<file path="src/rtl/dyna_cell_nary.sv">
// One node of a dynamic tree: holds one token and drives up to N_CHILD child links.
// Loads a subtree in prefix order, reads it back serially and clears it on BOMB.
module dyna_cell_nary #(
  parameter int MSG_W   = 4,
  parameter int N_CHILD = 3,
  parameter int CH_W    = 2,
  parameter int IDX     = 0,
  parameter int TGT_W   = 3
) (
  input  logic                       clk,
  input  logic                       rst_n,
  input  logic [1:0]                 glob_com,
  input  logic [MSG_W-1:0]           p_msg,
  input  logic [TGT_W-1:0]           p_tgt,
  input  logic [N_CHILD*MSG_W-1:0]   ch_msg,
  input  logic [N_CHILD*TGT_W-1:0]   ch_tgt,
  output logic [MSG_W-1:0]           o_msg,
  output logic [TGT_W-1:0]           o_tgt,
  output logic                       o_err
);

  localparam int IW = (N_CHILD > 1) ? $clog2(N_CHILD) : 1;
  localparam int AW = $clog2(N_CHILD + 1);

  localparam logic [MSG_W-1:0] M_ZERO  = MSG_W'(0);
  localparam logic [MSG_W-1:0] M_READY = MSG_W'(1);
  localparam logic [MSG_W-1:0] M_BOMB  = MSG_W'(3);
  localparam logic [MSG_W-1:0] M_READ  = MSG_W'(4);
  localparam logic [MSG_W-1:0] M_STOP  = MSG_W'(6);
  localparam logic [MSG_W-1:0] M_EOF   = MSG_W'(7);

  localparam logic [TGT_W-1:0] T_PARENT = TGT_W'(0);
  localparam logic [TGT_W-1:0] T_ALL    = TGT_W'(1);
  localparam logic [TGT_W-1:0] T_SELF   = TGT_W'(IDX + 2);

  typedef enum logic [2:0] {
    S_EMPTY = 3'd0,
    S_LOAD  = 3'd1,
    S_READY = 3'd2,
    S_READ  = 3'd3,
    S_DONE  = 3'd4
  } state_t;

  function automatic logic [AW-1:0] arity_of(input logic [CH_W-1:0] a);
    if (int'(a) > N_CHILD) return AW'(N_CHILD);
    else                   return AW'(a);
  endfunction

  function automatic logic arity_over(input logic [CH_W-1:0] a);
    return (int'(a) > N_CHILD);
  endfunction

  function automatic logic [TGT_W-1:0] child_tgt(input logic [IW-1:0] k);
    return TGT_W'(int'(k) + 32'sd2);
  endfunction

  state_t             state_q, state_d;
  logic [MSG_W-1:0]   value_q, value_d;
  logic [IW-1:0]      wr_idx_q, wr_idx_d;
  logic [IW-1:0]      rd_idx_q, rd_idx_d;
  logic               cmd_sent_q, cmd_sent_d;
  logic [MSG_W-1:0]   msg_q, msg_d;
  logic [TGT_W-1:0]   tgt_q, tgt_d;
  logic               err_q, err_d;

  logic [MSG_W-1:0]   p_in;
  logic [MSG_W-1:0]   ch_view [N_CHILD];
  logic [MSG_W-1:0]   wr_ch, rd_ch;
  logic [AW-1:0]      arity, new_arity;
  logic               wr_last, rd_last;

  assign p_in      = (p_tgt == T_ALL || p_tgt == T_SELF) ? p_msg : M_ZERO;
  assign arity     = arity_of(value_q[CH_W-1:0]);
  assign new_arity = arity_of(p_in[CH_W-1:0]);
  assign wr_last   = (int'(wr_idx_q) == int'(arity) - 32'sd1);
  assign rd_last   = (int'(rd_idx_q) == int'(arity) - 32'sd1);

  // Child messages addressed to us, and the ones selected by the load/read cursors.
  always_comb begin
    wr_ch = M_ZERO;
    rd_ch = M_ZERO;
    for (int k = 0; k < N_CHILD; k++) begin
      ch_view[k] = (ch_tgt[k*TGT_W +: TGT_W] == T_PARENT) ? ch_msg[k*MSG_W +: MSG_W] : M_ZERO;
      wr_ch      = (wr_idx_q == IW'(k)) ? ch_view[k] : wr_ch;
      rd_ch      = (rd_idx_q == IW'(k)) ? ch_view[k] : rd_ch;
    end
  end

  // Next-state and next-output logic; BOMB overrides every state.
  always_comb begin
    state_d    = state_q;
    value_d    = value_q;
    wr_idx_d   = wr_idx_q;
    rd_idx_d   = rd_idx_q;
    cmd_sent_d = cmd_sent_q;
    msg_d      = M_ZERO;
    tgt_d      = T_PARENT;
    err_d      = err_q;

    if (p_in == M_BOMB) begin
      msg_d      = M_BOMB;
      tgt_d      = T_ALL;
      value_d    = M_ZERO;
      wr_idx_d   = IW'(0);
      rd_idx_d   = IW'(0);
      cmd_sent_d = 1'b0;
      state_d    = S_EMPTY;
    end else begin
      case (state_q)
        S_EMPTY: begin
          if (p_in != M_ZERO) begin
            value_d = p_in;
            err_d   = err_q | arity_over(p_in[CH_W-1:0]);
            if (new_arity == AW'(0)) begin
              msg_d   = M_READY;
              state_d = S_READY;
            end else begin
              wr_idx_d = IW'(0);
              state_d  = S_LOAD;
            end
          end else begin
            value_d = value_q;
          end
        end
        S_LOAD: begin
          msg_d = p_in;
          tgt_d = child_tgt(wr_idx_q);
          // A STOP link means the tree is deeper than the hardware: finish, but flag it.
          if (wr_ch == M_READY || wr_ch == M_STOP) begin
            err_d = err_q | (wr_ch == M_STOP);
            if (wr_last) begin
              msg_d   = M_READY;
              tgt_d   = T_PARENT;
              state_d = S_READY;
            end else begin
              wr_idx_d = wr_idx_q + IW'(1);
              tgt_d    = child_tgt(wr_idx_q + IW'(1));
            end
          end else begin
            wr_idx_d = wr_idx_q;
          end
        end
        S_READY: begin
          if (p_in == M_READ) begin
            msg_d      = value_q;
            rd_idx_d   = IW'(0);
            cmd_sent_d = 1'b0;
            state_d    = S_READ;
          end else if (p_in != M_ZERO) begin
            msg_d = M_READY;
            err_d = 1'b1;
          end else begin
            msg_d = M_READY;
          end
        end
        S_READ: begin
          if (arity == AW'(0)) begin
            msg_d   = M_EOF;
            state_d = S_DONE;
          end else if (!cmd_sent_q && rd_ch == M_READY) begin
            msg_d      = M_READ;
            tgt_d      = child_tgt(rd_idx_q);
            cmd_sent_d = 1'b1;
          end else if (rd_ch == M_EOF) begin
            if (rd_last) begin
              msg_d   = M_EOF;
              state_d = S_DONE;
            end else begin
              rd_idx_d   = rd_idx_q + IW'(1);
              cmd_sent_d = 1'b0;
              msg_d      = M_ZERO;
            end
          end else if (rd_ch == M_ZERO || rd_ch == M_READY) begin
            msg_d = M_ZERO;
          end else begin
            msg_d = rd_ch;
          end
        end
        S_DONE: begin
          msg_d   = M_READY;
          state_d = S_READY;
        end
        default: begin
          state_d = S_EMPTY;
        end
      endcase
    end
  end

  // State and output registers with async reset, soft clear and global hold.
  always_ff @(posedge clk or negedge rst_n) begin
    if (!rst_n) begin
      state_q    <= S_EMPTY;
      value_q    <= M_ZERO;
      wr_idx_q   <= IW'(0);
      rd_idx_q   <= IW'(0);
      cmd_sent_q <= 1'b0;
      msg_q      <= M_ZERO;
      tgt_q      <= T_PARENT;
      err_q      <= 1'b0;
    end else if (glob_com[1]) begin
      state_q    <= S_EMPTY;
      value_q    <= M_ZERO;
      wr_idx_q   <= IW'(0);
      rd_idx_q   <= IW'(0);
      cmd_sent_q <= 1'b0;
      msg_q      <= M_ZERO;
      tgt_q      <= T_PARENT;
      err_q      <= 1'b0;
    end else if (glob_com == 2'd1) begin
      state_q    <= state_q;
      value_q    <= value_q;
      wr_idx_q   <= wr_idx_q;
      rd_idx_q   <= rd_idx_q;
      cmd_sent_q <= cmd_sent_q;
      msg_q      <= msg_q;
      tgt_q      <= tgt_q;
      err_q      <= err_q;
    end else begin
      state_q    <= state_d;
      value_q    <= value_d;
      wr_idx_q   <= wr_idx_d;
      rd_idx_q   <= rd_idx_d;
      cmd_sent_q <= cmd_sent_d;
      msg_q      <= msg_d;
      tgt_q      <= tgt_d;
      err_q      <= err_d;
    end
  end

  assign o_msg = msg_q;
  assign o_tgt = tgt_q;
  assign o_err = err_q;

endmodule
</file>
<file path="config.mk">
export PLATFORM = sky130hd
export DESIGN_NAME = dyna_cell_nary
export DESIGN_NICKNAME = d
export VERILOG_FILES = /design/src/rtl/dyna_cell_nary.sv
export SDC_FILE = /design/constraint.sdc
export NUM_CORES = 1
export LEC_CHECK = 0
export ABC_AREA = 1
export CELL_PAD_IN_SITES_DETAIL_PLACEMENT = 1
export CELL_PAD_IN_SITES_GLOBAL_PLACEMENT = 2
export CORE_ASPECT_RATIO = 1.4
export CORE_MARGIN = 1
export CORE_UTILIZATION = 30
export CTS_CLUSTER_DIAMETER = 60
export DETAILED_ROUTE_END_ITERATION = 16
export PLACE_DENSITY = 0.95
export SETUP_SLACK_MARGIN = 0.1
export SYNTH_ARGS = -nofsm -noshare
export SYNTH_HDL_FRONTEND = slang
export SYNTH_SLANG_ARGS = --single-unit
</file>
<file path="constraint.sdc">
create_clock -name clk -period 3.5 [get_ports clk]
set_input_delay 0.7 -clock clk [delete_from_list [all_inputs] [get_ports clk]]
set_output_delay 0.7 -clock clk [all_outputs]
set_load 0.1 [all_outputs]
</file>
==> impl_results.md <==
* Status: completed
* Final period utilization at 0.706
* Worst hold path type: reg2reg
* # DRC at 0
* CTS root buf: clkbuf_8
* Area after DPL at 0.00263 sq mm
* Worst-Margin Slew at 977 ps
* Detail Placement HPWL at 5550 um
* CP Cell Sequence: clkdlybuf4s50_1
* CP Launch Type: register
* Post-Layout Cell Count at 462
* Clock Path Buffers at 2
* Peak VDD IR at 0.260 mV
* Fin Setup TNS at 0 ps
* Setup crit end kind: output pin
* Slowest CP cell: clkdlybuf4s50_1
* Initial antenna violation count at 0
* Post-synthesis cell area at 0.00213 sq mm
* Vias in the first global route at 2441
* H-tree levels at 1
* Max-cap violations at 0
* Final setup viols at 0
* Total Power at 1.19 mW
* CP Class: reg2out
* P&R area growth vs syn at 26.8%
* Met2 Track Usage GR at 0.384
* Global routing's busiest layer: met2
* Cell family with most CP delay: buffers and inverters
* Post_cts resized at 0
* Nets at 410
* Relative slew slack at 0.346
* GR Util met1 at 0.198
* CTS buffer count at 3
* WL/cell at 14.3 um
* Worst Path Arrival at 1770 ps
* Die Wd at 73.2 um
* DR pass1 iterations at 4
* Max Fanout on Critical Path at 2
* Clock Latency Late Sink at 270 ps
* Buf+Inv Stages, Crit Path at 1
* Syn Area/Cell at 6.48 sq um
* Post-CTS setup repair buffer count at 0
* First-pass GRT wire length at 11100 um
* Cell area after layout at 0.00270 sq mm
* Syn. warnings at 0
* Drt total wl at 6600 um
* Sink of the worst hold path: o_msg[2]$_DFFE_PN0N_
* Worst hold path depth at 2
* Placed cells at 458
* Mapped Nets at 367
* I/O pin count at 40
* Power Density at 443 mW/mm^2
* Number of buffers inserted by hold repair at cts at 0
* CTS clk-pin slew, worst paths at 80 ps
* R2R Setup Slk at 1120 ps
* Total GRT Usage at 0.194
* Mapped Cells at 328
* FP Rows at 35
* CTS Sinks at 20
* Vias at 2315
* RD Place Congestion at 0.841
* Sequential area share after synthesis at 0.235
* Die area at 0.00744 sq mm
* Final max-slew violation count at 0
* Cells on worst reg2reg path at 14
* Fmax at 405 MHz
* Required @ worst endpoint at 2800 ps
* RSZ-0062 raised after global routing: false
* Cell variety after synth at 34
* Layout cell share with drive strength beyond 1 at 0.116
* Largest net degree at the start of global routing at 21
* Final hold vios at 0
* FF+latch count, synth at 20
* RR Endpoint: o_msg[2]$_DFFE_PN0N_
* IO Port Bufs at 39
* Placeable Area at 0.00670 sq mm
* Ant. Diodes at 0
* Setup WS pre-CTS at 838 ps
* Routed Antenna Nets at 0
* GR Overflow Total at 0
* Die H at 102 um
* Final worst path period need at 2470 ps
* Setup slack after layout at 1030 ps
* Detailed Route Iter0 Violations at 46
* Initial Utilization at 0.317
* Clk_skew at 6.59 ps
* Critical Path Max Stage Delay at 1140 ps
* Vias per cell at 5.01
* CTS tree: yes
* M3 GR Usage at 0.0149
* P_leak at 1.33 nW
* Hold_sp: o_msg[2]$_DFFE_PN0N_
* Worst reg2reg startpoint: rd_idx_q[1]$_DFFE_PN0P_
[per-layer routing]
layer | vias up | part of all wire
met1 | 1097 | 0.38
met5 | - | 0
met4 | 0 | 0.044
li1 | 1141 | -
met3 | 19 | 0.031
met2 | 58 | 0.54
[state kept, by name, summed over array words and instances (netlist names)]
name and flops:
o_msg 4, value_q 4, o_tgt 3, state_q 3
rd_idx_q 2, wr_idx_q 2, cmd_sent_q 1, o_err 1
[final cells by class]
type	instances	area (sq um)
clock inverter	1	30.0
inverter	57	216
tap	92	115
sequential	20	500
multi-input combinational	250	1410
timing repair buffer	39	388
clock buffer	3	41.3
fill	887	4000
[stage by stage]
stage          hold WS, ps  utilization
6_report               494        0.402
2_1_floorplan          404            -
5_1_grt                516        0.402
4_1_cts                496        0.402
3_5_place_dp           473        0.392
3_3_place_gp           478        0.392
[cell families (layout without fill, tap and decap cells)]
kind of cell    count (synthesis)  count (layout)  share of synthesized area
compound gates                 28              28                     0.0835
fa+ha+maj                       7               7                     0.0412
xor+xnor                        3               3                     0.0124
simple gates                  212             212                      0.524
flops                          20              20                      0.235
buf+inv                        58             100                      0.104
[how the worst max path moves through the flow]
stage	startpoint	endpoint	slack [ps]	cells after the start
finish	o_tgt[1]$_DFFE_PN0N_	o_tgt[1]	1030	1
detailed placement	ch_tgt[7]	o_tgt[0]$_DFFE_PN0N_	840	15
global route	rd_idx_q[1]$_DFFE_PN0P_	o_msg[2]$_DFFE_PN0N_	840	14
global placement	ch_tgt[7]	o_msg[1]$_DFFE_PN0N_	860	13
CTS	o_tgt[2]$_DFFE_PN0N_	o_tgt[2]	1020	1
floorplan	p_tgt[0]	rd_idx_q[0]$_DFFE_PN0P_	1570	11
[Yosys cell counts]
cell type	n	area, sq um
buf_2	1	5.00
dfrtp_1	20	500
o221ai_1	1	8.76
nand2_4	2	22.5
a31oi_1	1	6.26
nand4_2	1	12.5
xnor2_1	1	8.76
nand4_1	18	113
inv_1	55	206
ha_1	7	87.6
a21oi_4	2	32.5
nand2_1	101	379
inv_2	1	3.75
nor3b_2	1	12.5
nor3_2	3	30.0
inv_4	1	6.26
a211oi_1	1	7.51
xor2_1	2	17.5
nor2_4	5	56.3
nor4_1	1	6.26
o21ai_0	10	50.1
nand3_1	37	185
o21ai_1	9	45.0
nand3_2	2	20.0
nor2_8	2	40.0
a21oi_2	2	17.5
nor2_1	18	67.6
nand2_2	4	25.0
nand2_8	1	20.0
a21oi_1	2	10.0
nor3_1	2	10.0
nand3b_1	3	22.5
nand3_4	2	35.0
nor2_2	9	56.3
[where the power goes]
part	leakage, nW	internal (mW)	switching, mW
clock	0.0357	0.153	0.0915
combinational	1.02	0.201	0.439
sequential	0.273	0.268	0.0419
[cells in the final DEF (no fill, tap or decap), types with 2 or more instances in the layout]
| master | count |
|---|---|
| a21oi_2 | 2 |
| nor3_2 | 3 |
| nor2_8 | 2 |
| nand3_1 | 37 |
| nand3_2 | 2 |
| o21ai_0 | 10 |
| o21ai_1 | 9 |
| xor2_1 | 2 |
| nand2_4 | 2 |
| nor3_1 | 2 |
| nor2_1 | 18 |
| nand2_2 | 4 |
| clkdlybuf4s50_1 | 38 |
| nor2_2 | 9 |
| nand4_1 | 18 |
| inv_1 | 55 |
| nand3b_1 | 3 |
| nor2_4 | 5 |
| ha_1 | 7 |
| a21oi_4 | 2 |
| dfrtp_1 | 20 |
| clkbuf_8 | 3 |
| a21oi_1 | 2 |
| nand2_1 | 101 |
| nand3_4 | 2 |
(Power assumes the default switching activity.)
==> RTL change 1, RTL diff (same flow settings) <==
Make the reset (`rst_n`) synchronous in one clocked block. Comments in the files are not updated.
--- a/src/rtl/dyna_cell_nary.sv
+++ b/src/rtl/dyna_cell_nary.sv
@@ -189,5 +189,5 @@
 
   // State and output registers with async reset, soft clear and global hold.
-  always_ff @(posedge clk or negedge rst_n) begin
+  always_ff @(posedge clk) begin
     if (!rst_n) begin
       state_q    <= S_EMPTY;
Formal check against the unedited RTL: differs if rst_n is asserted again (counterexample within 4 cycles, from zero or initial values and one cycle with rst_n low); with rst_n held inactive, the same outputs for 4 cycles.
==> RTL change 1 against the original RTL <==
  * Global-route usage rose by 0.77 points
  * Wire length barely moved
  * Worst setup slack got worse by 120 ps
  * Cell area fell by 9.2%
  * Critical path depth rose by 11
  * Synthesized area fell by 10%
  * Sequential cell count did not move
  * Worst hold slack got worse by 35 ps
  * Critical endpoint is now state_q[0]$_SDFFE_PP0P_
Power is not compared: it rests on default switching activity, and its combinational part moved more than twofold at a synthesized area within 25%.
==> RTL change 1: results (changes against the original RTL) <==
- The post-layout net count is 400 (-2.4%).
- The slew at the pin closest to its max-slew limit is 973 ps (-4.03 ps).
- The clock tree skew after final layout was 2.55 ps (-4.04 ps).
- The run finished with clean final reports.
- The setup slack of the worst register-to-register path came to 1180 ps (+60 ps).
- The worst setup path category is input pin to register.
- The proportion of register bits with asynchronous set or reset after synthesis came to 0% (-100 points).
- In this run the critical register-to-register path is launched from rd_idx_q[1]$_SDFFE_PP0P_.
- The largest net degree at the start of global routing is 16 (-24%).
- Among all flip-flop cells after synthesis, the most frequent one is sky130_fd_sc_hd__dfxtp_1.
- The global-route usage over all layers is 20.2% (+0.77 points).
- The wire length of the first global-routing pass is 10,600 um (-4.3%).
- The worst hold path begins at o_err$_SDFFE_PP0P_.
- The relative slew slack is 34.9% (+0.27 points).
- Yosys attributes the largest share of cell area to sky130_fd_sc_hd__dfxtp_1 21%, sky130_fd_sc_hd__nand2_1 18%, sky130_fd_sc_hd__inv_1 9.9%.
- The most critical setup path has its startpoint at p_tgt[1].
- The net count after synthesis is 357 (-2.7%).
- The average footprint of a synthesized cell is 5.99 um^2 (-7.7%).
- The half-perimeter wire length of the detailed placement result is 5470 um (-1.4%).
- The proportion of layout cells with a drive suffix above 1 is 8.06% (-3.6 points).
- The wire length per cell was 15.3 um (+7.0%).
- The final cell count without fillers was 432 (-6.5%).
- The highest net fanout along the worst path came to 12 (+10).
- The data arrival time of the worst path is 2760 ps (+990 ps).
- The number of distinct library cell variants in the gate-level netlist after synthesis is 28 (-18%).
- In this run the clock root is driven by a sky130_fd_sc_hd__clkbuf_8.
- The endpoint of the lowest-slack register-to-register path is o_msg[1]$_SDFFE_PP0N_.
- The worst stage delay on the critical path is 470 ps (-670 ps).
- The kind of cell with the highest combined delay along the critical path is simple AND/OR/NAND/NOR gates.
- The instance area at placement is 0.00238 mm^2 (-9.4%).
- The weighted congestion reported at the end of routability-driven placement is 0.840 (-0.15%).
- The iteration-0 DRC count of the detailed router is 34 (-26%).
- Sorting the synthesized cells by how often they occur yields 92 x sky130_fd_sc_hd__nand2_1, 50 x sky130_fd_sc_hd__inv_1, 32 x sky130_fd_sc_hd__nor2_1.
- The critical path ends at state_q[0]$_SDFFE_PP0P_.
==> RTL change 1: changes by cell type in the layout (fill, tap and decap cells not counted), moves of 4 or more <==
cell                      before  now
sky130_fd_sc_hd__inv_1        55   50
sky130_fd_sc_hd__o21ai_1       9    0
sky130_fd_sc_hd__nand2_1     101   92
sky130_fd_sc_hd__nor2_2        9    5
sky130_fd_sc_hd__nor3_1        2    6
sky130_fd_sc_hd__dfxtp_1       0   20
sky130_fd_sc_hd__nand4_1      18   24
sky130_fd_sc_hd__nand3_1      37   29
sky130_fd_sc_hd__nor2_1       18   32
sky130_fd_sc_hd__a21oi_1       2   15
sky130_fd_sc_hd__dfrtp_1      20    0
==> RTL change 1: power by group <==
part | internal (mW) | switching [mW]
combinational | 0.0999 | 0.166
clock | 0.153 | 0.0883
sequential | 0.237 | 0.00960
total | 0.489 | 0.264
==> RTL change 1: layout make-up <==
type / count / area (um^2)
Clock buffer: 3 / 41.3
Tap cell: 72 / 90.1
Fill cell: 829 / 3720
Multi-Input combinational cell: 244 / 1290
Inverter: 52 / 195
Sequential cell: 20 / 400
Timing Repair Buffer: 40 / 398
Clock inverter: 1 / 30.0
==> RTL change 1: tightest hold or removal path, stage by stage (launching register included) <==
cell and delay, ps:
sky130_fd_sc_hd__dfxtp_1 320, sky130_fd_sc_hd__inv_1 50, sky130_fd_sc_hd__a21oi_1 50
==> RTL change 1: cell families (layout without fill, tap and decap cells) <==
| group | Yosys count | after routing | share of synthesized area (%) |
|---|---|---|---|
| AO/OA/AOI/OAI | 31 | 31 | 9.72 |
| buffers and inverters | 54 | 96 | 11.0 |
| XOR/XNOR | 3 | 3 | 1.38 |
| adder cells (fa/ha/maj) | 7 | 7 | 4.60 |
| flip-flops | 20 | 20 | 21.0 |
| AND/OR/NAND/NOR | 203 | 203 | 52.2 |
==> RTL change 1: routing by layer <==
metal  GRT usage [%]  part of all wire, %
met2            42.2                   55
met3            2.41                  2.7
met4            9.86                  3.9
met1            19.2                   39
met5               0                    0
==> RTL change 1: worst min path at each step <==
stage          cells past startpoint  slack, ps                       to
2_1_floorplan                      2        440  cmd_sent_q$_SDFFE_PP0P_
4_1_cts                            2        470       o_err$_SDFFE_PP0P_
3_5_place_dp                       2        450       o_err$_SDFFE_PP0P_
5_1_grt                            2        490  cmd_sent_q$_SDFFE_PP0P_
3_3_place_gp                       2        440       o_err$_SDFFE_PP0P_
6_report                           2        460       o_err$_SDFFE_PP0P_
==> RTL change 1: per-stage QoR <==
stage / worst slack (ps) / total power, mW / hold WS (ps)
finish: 909 / 0.754 / 459
global route: 743 / 0.798 / 487
floorplan: 1550 / 0.424 / 439
CTS: 918 / 0.759 / 467
global placement: 652 / 0.511 / 443
detailed placement: 630 / 0.516 / 449
==> RTL change 2, RTL diff (same settings) <==
Without the edit above. Set the parameter `MSG_W` to 5 (it was 4).
--- a/src/rtl/dyna_cell_nary.sv
+++ b/src/rtl/dyna_cell_nary.sv
@@ -2,5 +2,5 @@
 // Loads a subtree in prefix order, reads it back serially and clears it on BOMB.
 module dyna_cell_nary #(
-  parameter int MSG_W   = 4,
+  parameter int MSG_W   = 5,
   parameter int N_CHILD = 3,
   parameter int CH_W    = 2,
Interface: changed (resized ch_msg, o_msg and p_msg); port bits go from 40 to 45. The function was not compared with the original's and may differ.
==> RTL change 2 against the original RTL <==
  * Sequential cell count is 2 higher
  * Worst setup slack lost 89 ps
  * Cell count grew 10%
  * Synthesized area up 5.6%
  * Wire length rose by 15%
  * Count of clock-buffer cells in the layout unchanged
  * Clock skew up 4.2 ps
  * Largest cell class unchanged
  * Critical endpoint is now o_msg[1]$_DFFE_PN0N_
  * Sequential power grew 7.4%
  * Cell area grew 6.6%
  * Total power increased by 2.4%
  * Core utilization shrank 0.93 points
==> RTL change 2: results (changes against the original RTL) <==
- The launch point of the worst path is ch_tgt[7].
- On the critical path the largest part of the delay comes from simple AND/OR/NAND/NOR gates.
- The minimum clock period is 2560 ps (+89.0 ps).
- The half-perimeter wire length of the detailed placement result is 6450 um (+16%).
- The endpoint of the most critical setup path is o_msg[1]$_DFFE_PN0N_.
- The areal power density over the cells was 426 mW/mm^2 (-3.9%).
- The largest voltage drop on the vdd net is 169 uV (-35%).
- The relative slew slack came to 30.4% (-4.3 points).
- The highest net fanout along the worst path is 6 (+4).
- In the synthesized netlist, the cells that appear most often are 115 x sky130_fd_sc_hd__nand2_1, 53 x sky130_fd_sc_hd__inv_1, 39 x sky130_fd_sc_hd__nand3_1.
- In this run the critical register-to-register path is launched from wr_idx_q[1]$_DFFE_PN0P_.
- The via count of the first global-routing pass was 2,760 (+13%).
- The data arrival time of the worst path is 2730 ps (+960 ps).
- In the post-synthesis netlist, the biggest area contributors are sky130_fd_sc_hd__dfrtp_1 25%, sky130_fd_sc_hd__nand2_1 19%, sky130_fd_sc_hd__inv_1 8.9%.
- The sequential area share after synthesis is 24.5% (+0.98 points).
- The iteration-0 DRC count of the detailed router is 86 (+87%).
- The clock tree skew after final layout was 10.8 ps (+4.18 ps).
- The global-route usage over all layers is 20.7% (+1.3 points).
- The worst hold path terminates at o_msg[3]$_DFFE_PN0N_.
- The average footprint of a synthesized cell came to 6.15 um^2 (-5.1%).
- The worst hold margin is 498 ps (+3.90 ps).
- The post-layout net count came to 456 (+11%).
- The critical path is of the input pin to register type.
- The placed instance count is 505 (+10%).
- The net count after synthesis is 408 (+11%).
- The setup slack of the worst register-to-register path was 1010 ps (-110 ps).
- The worst hold path startpoint is o_msg[3]$_DFFE_PN0N_.
- The flow ran to the end, and the final reports show no timing, DRC or antenna violations.
- The largest net degree at the start of global routing is 23 (+9.5%).
- The total wire length is 7610 um (+15%).
- The power drawn by the sequential cells is 0.333 mW (+7.4%).
- The number of I/O port buffers is 44 (+13%).
- The number of distinct library cell variants in the gate-level netlist after synthesis is 29 (-15%).
==> RTL change 2: area by class of cell <==
cell class / count / area (um^2)
Fill cell: 1010 / 4440
Multi-Input combinational cell: 284 / 1470
Sequential cell: 22 / 551
Timing Repair Buffer: 44 / 440
Inverter: 58 / 218
Tap cell: 97 / 121
Clock buffer: 3 / 41.3
Clock inverter: 1 / 30.0
==> RTL change 2: per-layer routing <==
layer	vias up	part of all wire (%)	GRT usage [%]
li1	1274	-	-
met1	1182	38	20.1
met2	64	54	40.1
met3	26	2.7	1.65
met4	0	5.4	11.9
met5	-	0	0
==> RTL change 2: cell families (layout without fill, tap and decap cells) <==
group / after synthesis / after routing / share of synthesized area [%]
compound gates: 33 / 33 / 8.30
xor+xnor: 4 / 4 / 1.56
fa+ha+maj: 7 / 7 / 3.90
buf+inv: 59 / 106 / 9.86
flops: 22 / 22 / 24.5
simple gates: 240 / 240 / 51.9
